--- config.mk ---
export PLATFORM = sky130hd
export DESIGN_NAME = seq_addsub_flat
export DESIGN_NICKNAME = d
export VERILOG_FILES = /design/src/rtl/seq_addsub_if.sv /design/src/rtl/seq_addsub.sv /design/src/flat_wrapper.sv
export SDC_FILE = /design/constraint.sdc
export NUM_CORES = 1
export LEC_CHECK = 0
export ABC_CLOCK_PERIOD_IN_PS = 4230
export BUFFER_PORTS_ARGS = -buffer_cell sky130_fd_sc_hd__buf_2
export CAP_MARGIN = 20
export CORE_MARGIN = 2
export CORE_UTILIZATION = 40
export CTS_CLUSTER_DIAMETER = 30
export DETAILED_ROUTE_END_ITERATION = 10
export PLACE_DENSITY_LB_ADDON = 0.3
export RECOVER_POWER = 100
export SETUP_SLACK_MARGIN = 0.02
export SYNTH_ARGS = -nofsm -noshare
export SYNTH_HDL_FRONTEND = slang
export SYNTH_SLANG_ARGS = --single-unit
export TNS_END_PERCENT = 20
--- constraint.sdc ---
create_clock -name clk -period 4.23 [get_ports clk]
set_clock_uncertainty 0.15 [all_clocks]
set_input_delay 0.846 -clock clk [delete_from_list [all_inputs] [get_ports clk]]
set_output_delay 0.846 -clock clk [all_outputs]
set_load 0.05 [all_outputs]
--- src/rtl/seq_addsub_if.sv ---
// seq_addsub_if -- handshake and data bundle for the sequential adder/subtractor.
//
// Parameter:
//   WIDTH      operand/result width; must match the WIDTH of the attached seq_addsub.
// Signals:
//   in_valid   operands and mode valid              (master -> slave)
//   in_ready   block can accept a new operation     (slave -> master)
//   a, b       operands                             (master -> slave)
//   sub        0: a+b+cin, 1: a-b                   (master -> slave)
//   cin        carry-in, add mode only              (master -> slave)
//   out_valid  result valid                         (slave -> master)
//   out_ready  consumer accepts the result          (master -> slave)
//   sum        result                               (slave -> master)
//   cout       carry out of the MSB (1 = no borrow in sub mode)
//   ovf        two's-complement overflow
//   zero       sum == 0
interface seq_addsub_if #(
  parameter int WIDTH = 32
);
  logic             in_valid;
  logic             in_ready;
  logic [WIDTH-1:0] a;
  logic [WIDTH-1:0] b;
  logic             sub;
  logic             cin;
  logic             out_valid;
  logic             out_ready;
  logic [WIDTH-1:0] sum;
  logic             cout;
  logic             ovf;
  logic             zero;

  modport master (
    output in_valid, a, b, sub, cin, out_ready,
    input  in_ready, out_valid, sum, cout, ovf, zero
  );

  modport slave (
    input  in_valid, a, b, sub, cin, out_ready,
    output in_ready, out_valid, sum, cout, ovf, zero
  );
endinterface

--- src/rtl/seq_addsub.sv ---
// seq_addsub -- multi-cycle adder/subtractor using one CHUNK-bit ripple slice.
//
// An accepted operation runs for NCH = WIDTH/CHUNK cycles, one slice per clock,
// LSB slice first. The result and flags are then held (out_valid=1) until the
// consumer takes them with out_ready. Sum and flags keep their last values
// afterwards.
//
// Parameters:
//   WIDTH   operand/result width (multiple of CHUNK)
//   CHUNK   bits added per clock, 1 <= CHUNK <= WIDTH
// Ports:
//   clk     rising-edge clock
//   rst     asynchronous active-high reset
//   bus     seq_addsub_if slave modport (handshakes, operands, result, flags)
// Optional build macro:
//   SEQ_ADDSUB_SAT_EN  when defined, an overflowing result is replaced by the
//                      signed saturation value (ovf still reads 1, zero is
//                      evaluated on the saturated value).
module seq_addsub #(
  parameter int WIDTH = 32,
  parameter int CHUNK = 8
) (
  input logic         clk,
  input logic         rst,
  seq_addsub_if.slave bus
);

  localparam int NCH = WIDTH / CHUNK;
  localparam int CW  = (NCH > 1) ? $clog2(NCH) : 1;

  typedef enum logic [1:0] {
    IDLE,
    RUN,
    DONE
  } state_t;

  state_t           state_reg, state_next;
  // Operands are shifted right one slice per RUN cycle, so the active slice is
  // always in the low CHUNK bits; their MSBs are captured separately for ovf.
  logic [WIDTH-1:0] a_reg, a_next;
  logic [WIDTH-1:0] beff_reg, beff_next;
  logic             carry_reg, carry_next;
  logic [CW-1:0]    cnt_reg, cnt_next;
  logic             msb_a_reg, msb_a_next;
  logic             msb_b_reg, msb_b_next;
  logic [WIDTH-1:0] sum_reg, sum_next;
  logic             cout_reg, cout_next;
  logic             ovf_reg, ovf_next;
  logic             zero_reg, zero_next;

  logic [CHUNK:0]   slice_res;
  logic [WIDTH-1:0] sum_wr;    // sum_reg with the current slice written in
  logic             ovf_calc;
  logic [WIDTH-1:0] sum_done;  // value stored on the DONE-entry edge

  // The single ripple slice.
  assign slice_res = {1'b0, a_reg[CHUNK-1:0]}
                   + {1'b0, beff_reg[CHUNK-1:0]}
                   + {{CHUNK{1'b0}}, carry_reg};

  // Write the slice result into the chunk selected by the counter.
  generate
    for (genvar gi = 0; gi < NCH; gi++) begin : g_slice_wr
      assign sum_wr[gi*CHUNK +: CHUNK] = (cnt_reg == CW'(gi))
                                         ? slice_res[CHUNK-1:0]
                                         : sum_reg[gi*CHUNK +: CHUNK];
    end
  endgenerate

  // Overflow: operands of equal sign producing a result of the other sign.
  assign ovf_calc = (msb_a_reg == msb_b_reg) && (sum_wr[WIDTH-1] != msb_a_reg);

`ifdef SEQ_ADDSUB_SAT_EN
  always_comb begin
    sum_done = sum_wr;
    if (ovf_calc) begin
      sum_done = msb_a_reg ? {1'b1, {(WIDTH-1){1'b0}}}
                           : {1'b0, {(WIDTH-1){1'b1}}};
    end
  end
`else
  assign sum_done = sum_wr;
`endif

  // Next-state and datapath updates.
  always_comb begin
    state_next = state_reg;
    a_next     = a_reg;
    beff_next  = beff_reg;
    carry_next = carry_reg;
    cnt_next   = cnt_reg;
    msb_a_next = msb_a_reg;
    msb_b_next = msb_b_reg;
    sum_next   = sum_reg;
    cout_next  = cout_reg;
    ovf_next   = ovf_reg;
    zero_next  = zero_reg;

    case (state_reg)
      IDLE: begin
        if (bus.in_valid) begin
          state_next = RUN;
          a_next     = bus.a;
          // Subtraction as a + ~b + 1.
          beff_next  = bus.sub ? ~bus.b : bus.b;
          carry_next = bus.sub ? 1'b1 : bus.cin;
          cnt_next   = '0;
          msb_a_next = bus.a[WIDTH-1];
          msb_b_next = bus.sub ? ~bus.b[WIDTH-1] : bus.b[WIDTH-1];
        end
      end

      RUN: begin
        a_next     = a_reg >> CHUNK;
        beff_next  = beff_reg >> CHUNK;
        carry_next = slice_res[CHUNK];
        cnt_next   = cnt_reg + CW'(1);
        sum_next   = sum_wr;
        if (cnt_reg == CW'(NCH - 1)) begin
          state_next = DONE;
          cout_next  = slice_res[CHUNK];
          ovf_next   = ovf_calc;
          sum_next   = sum_done;
          // Taken from the completed result, including the slice just added.
          zero_next  = (sum_done == '0);
        end
      end

      DONE: begin
        if (bus.out_ready) begin
          state_next = IDLE;
        end
      end

      default: state_next = IDLE;
    endcase
  end

  always_ff @(posedge clk or posedge rst) begin
    if (rst) begin
      state_reg <= IDLE;
      a_reg     <= '0;
      beff_reg  <= '0;
      carry_reg <= 1'b0;
      cnt_reg   <= '0;
      msb_a_reg <= 1'b0;
      msb_b_reg <= 1'b0;
      sum_reg   <= '0;
      cout_reg  <= 1'b0;
      ovf_reg   <= 1'b0;
      zero_reg  <= 1'b0;
    end else begin
      state_reg <= state_next;
      a_reg     <= a_next;
      beff_reg  <= beff_next;
      carry_reg <= carry_next;
      cnt_reg   <= cnt_next;
      msb_a_reg <= msb_a_next;
      msb_b_reg <= msb_b_next;
      sum_reg   <= sum_next;
      cout_reg  <= cout_next;
      ovf_reg   <= ovf_next;
      zero_reg  <= zero_next;
    end
  end

  // Handshake outputs decode straight from the state register, so a reset
  // drops out_valid without waiting for a clock.
  assign bus.in_ready  = (state_reg == IDLE);
  assign bus.out_valid = (state_reg == DONE);
  assign bus.sum       = sum_reg;
  assign bus.cout      = cout_reg;
  assign bus.ovf       = ovf_reg;
  assign bus.zero      = zero_reg;

endmodule

--- src/flat_wrapper.sv ---
// flat-port wrapper written by rule: the top's interface ports become plain ports
module seq_addsub_flat 
#(
  parameter int WIDTH = 32,
  parameter int CHUNK = 8
)
  (clk, rst, bus_in_valid, bus_a, bus_b, bus_sub, bus_cin, bus_out_ready, bus_in_ready, bus_out_valid, bus_sum, bus_cout, bus_ovf, bus_zero);
  seq_addsub_if #(.WIDTH(WIDTH)) bus_i ();
  input logic clk;
  input logic rst;
  input wire logic [$bits(bus_i.in_valid)-1:0] bus_in_valid;
  input wire logic [$bits(bus_i.a)-1:0] bus_a;
  input wire logic [$bits(bus_i.b)-1:0] bus_b;
  input wire logic [$bits(bus_i.sub)-1:0] bus_sub;
  input wire logic [$bits(bus_i.cin)-1:0] bus_cin;
  input wire logic [$bits(bus_i.out_ready)-1:0] bus_out_ready;
  output wire logic [$bits(bus_i.in_ready)-1:0] bus_in_ready;
  output wire logic [$bits(bus_i.out_valid)-1:0] bus_out_valid;
  output wire logic [$bits(bus_i.sum)-1:0] bus_sum;
  output wire logic [$bits(bus_i.cout)-1:0] bus_cout;
  output wire logic [$bits(bus_i.ovf)-1:0] bus_ovf;
  output wire logic [$bits(bus_i.zero)-1:0] bus_zero;
  assign bus_i.in_valid = bus_in_valid;
  assign bus_i.a = bus_a;
  assign bus_i.b = bus_b;
  assign bus_i.sub = bus_sub;
  assign bus_i.cin = bus_cin;
  assign bus_i.out_ready = bus_out_ready;
  assign bus_in_ready = bus_i.in_ready;
  assign bus_out_valid = bus_i.out_valid;
  assign bus_sum = bus_i.sum;
  assign bus_cout = bus_i.cout;
  assign bus_ovf = bus_i.ovf;
  assign bus_zero = bus_i.zero;
  seq_addsub #(.WIDTH(WIDTH), .CHUNK(CHUNK)) u_core (.clk(clk), .rst(rst), .bus(bus_i));
endmodule
# --- Word level (Yosys, flattened, before mapping) ---
# Cells that the tools add are included.
totals:
  register_bits: 106
  input_bits: 70
  output_inout_bits: 37
classes:
  add_sub_neg: 3
  n_eq_ne: 10
  n_mux: 19
  bitwise: 2
  n_reduce_logical: 9
ops:
  columns: ["cell", "n"]
  rows:
  - ["32-bit case mux with 2 select lines", 2]
  - ["32-bit 2-to-1 mux", 3]
  - ["32-bit logical NOT", 1]
  - ["8-bit 2-to-1 mux", 4]
  - ["32-bit NOT", 1]
  - ["8-bit by 8-bit adder with 9-bit output", 1]
  - ["9-bit by 1-bit adder with 9-bit output", 1]
  - ["2-bit 2-to-1 mux", 4]
  - ["2-bit equality test, second input constant", 3]
  - ["2-bit case mux with 3 select lines", 1]
  - ["2-bit AND reduction", 3]
  - ["2-bit by 1-bit equality test with 1-bit output, second input constant", 2]
  - ["2-bit logical NOT", 2]
  - ["2-bit != test, second input constant", 2]
  - ["2-bit case mux with 2 select lines", 1]
  - ["1-bit 2-to-1 mux", 3]
  - ["3-bit AND reduction", 1]
  - ["2-bit by 1-bit adder with 2-bit output, second input constant", 1]
  - ["2-bit by 1-bit != test with 1-bit output, second input constant", 1]
  - ["1-bit case mux with 2 select lines", 1]
  - ["2-bit nonzero test", 1]
  - ["1-bit equality test", 1]
  - ["1-bit logical AND", 1]
  - ["1-bit != test", 1]
  - ["1-bit NOT", 1]

# --- Depth between registers and ports, before layout ---
logic_depth:
  ltp_word: 5
  mapped_depth: 12
  ltp_nobuf: 12

# --- Worst setup path after synthesis ---
# Ideal clock, no wire load.
synth_timing:
  path_type: "register -> register"
  from: "register u_core.carry_reg"
  to: "register u_core.zero_reg (netlist: u_core.bus.zero)"
  t_arrival_ns: 2.414
  t_required_ns: 3.994
  slack_ns: 1.580
  stages_incl_launch_ff: 13
  n_path_buf: 0
  synth_period_minus_slack_ns: 2.650
  path_cell_list: "dfrtp_1 inv_1 fa_1 inv_1 fa_1 a211oi_2 nor2_2 xnor2_4 nand2_4 a311oi_1 a21o_1 nand3_2 o221ai_2"
synth_via:
  elab_chain_cells: 3
  elab_cells_between_ends: 6
  cone_classes: "add/sub (1); mux (4); reduce/logical (1)"
synth_rtl:
  columns: ["element", "line_no", "source"]
  rows:
  - ["start: declaration", "seq_addsub.sv:42", "logic carry_reg, carry_next;"]
  - ["start signal: assignment", "seq_addsub.sv:156", "carry_reg <= carry_next;"]
  - ["9-bit by 1-bit adder with 9-bit output *", "seq_addsub.sv:59", "+ {{CHUNK{1'b0}}, carry_reg};"]
  - ["8-bit 2-to-1 mux", "seq_addsub.sv:65", "? slice_res[CHUNK-1:0]"]
  - ["32-bit logical NOT *", "seq_addsub.sv:125", "zero_next = (sum_done == '0);"]
  - ["end signal: assignment", "seq_addsub.sv:163", "zero_reg <= zero_next;"]
  - ["end: declaration", "seq_addsub.sv:49", "logic zero_reg, zero_next;"]
# Every way passes the cells marked *; elsewhere a longest branch is shown, timed or not.
# A chain may end at the register's enable or synchronous reset.

# --- Final worst setup path ---
# Same ends and word-level chain as after synthesis.

==> qor.csv <==
stage;metric;value;unit
die;Die ar.;14000;um^2
routing;DRT antenna net count;0;
yosys;number of synthesized flops with an enable pin;0;
sta;Min Clock Period, post-route;3.243;ns
cells_and_area;final-stage net count;720;
clocking;TritonCTS clock tree;built;
critical_path;CP Data Required Time;4.35;ns
critical_path;WP data arrival;3.36;ns
power;Power Density;980.1;nW/um^2
job;max_cap viols;2;
die;row cnt;41;
routing;Vias/cell;5.125;
yosys;top post-synthesis cells by area;dfrtp_1, nand2_1, xnor2_1;
global_route;initial antenna violation count;0;
clocking;Longest Clk Path Bufs;2;
routing;DRC viols;0;
yosys;#FFs+latches synth;106;
placement;detailed placement HPWL;8.845;mm
sta;RSZ-0062 raised after global routing;no;
global_route;largest net degree at the start of global routing;74;
hold_path;hold crit path type;reg2reg;
critical_path;CP max-delay cell;xnor2_1;
power;Int Pwr;0.003000;W
global_route;GRT Util Overall;18.19;%
global_route;Remaining Overflow, GRT;0;
clocking;CTS clk-pin slew, worst paths;0.07;ns
critical_path;WP buf/inv;2;
power;Psw;0.002964;W
critical_path;crit-path max FO;5;
die;Die Height;118.3;um
routing;drt wl/cell;15.43;um
sta;final hold violations;0;
die;Core Area;12670;um^2
die;Initial Util;41.26;%
placement;gpl congestion;0.7865;
critical_path;CP Capture Type;register;
power;P_leak;2.725;nW
power;Clk pwr share;14.5;%
clocking;Post-CTS Setup Inserts;0;
cells_and_area;antenna cells;0;
sta;fin crit share;76.66;%
routing;1st-pass router iterations;5;
power;Seq pwr share;31.1;%
critical_path;CP peak stage delay;0.47;ns
yosys;Synth cell types;50;
placement;Port-buffer cells;106;
clocking;hold_buf cts;0;
clocking;number of clock sinks;106;
critical_path;crit path cell chain;inv_1 > fa_1 > inv_1 > fa_1 > a211oi_1 > nor2_2 > xnor2_1 > nand2_4 > a311oi_1 > a21o_1 > nand3_2 > o221ai_1;
sta;worst-margin pin slew;1.837;ns
sta;count of final setup violators;0;
routing;drt total wl;12.56;mm
routing;DR vias;4172;
sta;worst relative slew slack;-22.48;%
clocking;CTS H-tree depth;3;
yosys;biggest area consumer among synthesized cells;dfrtp_1;
yosys;register area share after synthesis;50.74;%
status;status;complete, but fails checks;
power;Peak VDD IR;0.5978;mV
yosys;FFs w/ async S/R, synth;100.0;%
critical_path;Crit Path Category;reg2reg;
cells_and_area;share of cells above drive strength 1;16.04;%
cells_and_area;Area Overhead vs Synth;16.42;%
sta;Max Slew Vio Count;73;
clocking;post-CTS resize count;0;
yosys;top cell type's share of synthesized area;50.74;%
sta;Max Fclk;0.3084;GHz
yosys;Syn. warnings;0;
yosys;cells after synthesis;549;
cells_and_area;post-layout util;48.03;%
die;I/O pin count;107;
global_route;first-pass GRT wire length;20.39;mm
sta;setup TNS;0;ns
clocking;TritonCTS Buffers;9;
die;Die W;118.3;um
critical_path;delay-heaviest family, CP;compound AO/OA/AOI/OAI gates;
yosys;syn_area_per_cell;9.522;um^2
clocking;root buffer cell;clkbuf_16;
routing;initial DRC count;336;
clocking;worst skew pair latency;0.35;ns
yosys;top_reg_cell synth;dfrtp_1;
status;failing checks;capacitance limit, slew limit;
yosys;mapped cell area;5228;um^2
power;sw frac;49.69;%
critical_path;Worst setup SP type;register;
global_route;number of global-route vias before repair;4000;
power;Combinational Power Share;54.3;%
yosys;Post-Syn Nets;632;
==> metal layers <==
metal / vias to the layer above / part of all wire (%) / global-route usage (%)
li1: 2073 / - / -
met5: - / 0 / 0
met3: 12 / 5.3 / 4.730
met2: 129 / 45 / 28.43
met4: 0 / 1.1 / 4.142
met1: 1958 / 49 / 25.41
==> tightest hold or removal path: cells and delay by family, from the launching register on <==
kind	cells	cell delay (ns)
flops	1	0.35
compound gates	1	0.06
simple gates	1	0.05
==> synth_stat cells, types with 2 or more instances <==
master    count
a31oi_1      26
nor4_1        5
o21ai_0      46
nand2_1     111
nor3_1        4
dfrtp_1     106
buf_1         6
a221o_1      24
inv_1        10
a21oi_1      13
fa_1          2
o21ai_1       4
a21o_1        2
nand3_1       8
nand2b_1      6
nand3b_1      2
nor2b_1       3
nor2_1       64
clkbuf_1     23
ha_1         11
xnor2_1      34
xnor2_2       2
o221ai_2      2
mux2_2        4
buf_2         6
==> final timing paths <==
kind | startpoint | to | slack, ns | cells after the start
hold / removal | u_core.bus.sum[24] | u_core.bus.sum[24] | 0.35 | 2
min in group asynchronous | rst | u_core.bus.sum[11] | 0.54 | 2
max in group asynchronous | rst | u_core.a_reg[27] | 1.98 | 3
setup / recovery | u_core.carry_reg | u_core.bus.zero | 0.99 | 12
setup reg to reg | u_core.carry_reg | u_core.bus.zero | 0.99 | 12
hold reg to reg | u_core.bus.sum[24] | u_core.bus.sum[24] | 0.35 | 2
==> area by class of cell <==
| type | instances | area, um^2 |
|---|---|---|
| fill | 1289 | 6585 |
| tap | 172 | 215.2 |
| clock inverter | 6 | 71.32 |
| timing repair buffer | 112 | 513.0 |
| multi-input combinational | 398 | 2355 |
| clock buffer | 10 | 239.0 |
| sequential | 106 | 2653 |
| inverter | 10 | 40.04 |
==> kinds of logic after synthesis <==
| logic type | Yosys count | share of synthesized area, % |
|---|---|---|
| and+or+nand+nor | 212 | 17.21 |
| AOI/OAI and AO/OA | 130 | 17.21 |
| DFF | 106 | 50.74 |
| buffers and inverters | 45 | 3.375 |
| xor gates and xnor gates | 38 | 7.013 |
| adders and majority gates | 13 | 3.399 |
| muxes | 5 | 1.053 |
==> power by group through the flow <==
stage	Clock (W)	Sequential, W	Combinational, W
after floorplan	0	0.00229	0.00214
after global placement	0	0.00185	0.00336
after detailed placement	0	0.00187	0.00341
after CTS	0.000887	0.00185	0.00342
after global routing	0.000921	0.00191	0.00358
final	0.000867	0.00186	0.00324
==> stage by stage <==
step           setup WS (ns)  area [um^2]  power [W]  std cells  hold WS, ns
6_report              0.9875         6086   0.005965        814       0.3495
5_1_grt               0.6171         6086   0.006416        814       0.3697
4_1_cts                1.338         6202   0.006161        814       0.3466
3_5_place_dp           1.365         5892   0.005275        798       0.3197
3_3_place_gp           1.411         5892   0.005205        798       0.3182
2_1_floorplan         0.4451         5228   0.004429        549       0.3112
==> cell usage in the layout (no fill, tap or decap), types with 2 or more instances in the layout <==
master,instances
a211oi_1,2
a21o_1,2
a21oi_1,14
a221o_1,24
a31oi_1,26
buf_2,68
buf_4,2
clkbuf_1,42
clkbuf_16,9
dfrtp_1,106
fa_1,2
ha_1,11
inv_1,9
mux2_2,4
nand2_1,111
nand2b_1,5
nand3_1,8
nand3b_1,2
nor2_1,64
nor2b_1,2
nor3_1,4
nor4_1,5
o21ai_0,48
o21ai_1,2
xnor2_1,37
Note: power is estimated with default switching activity, not from simulation.
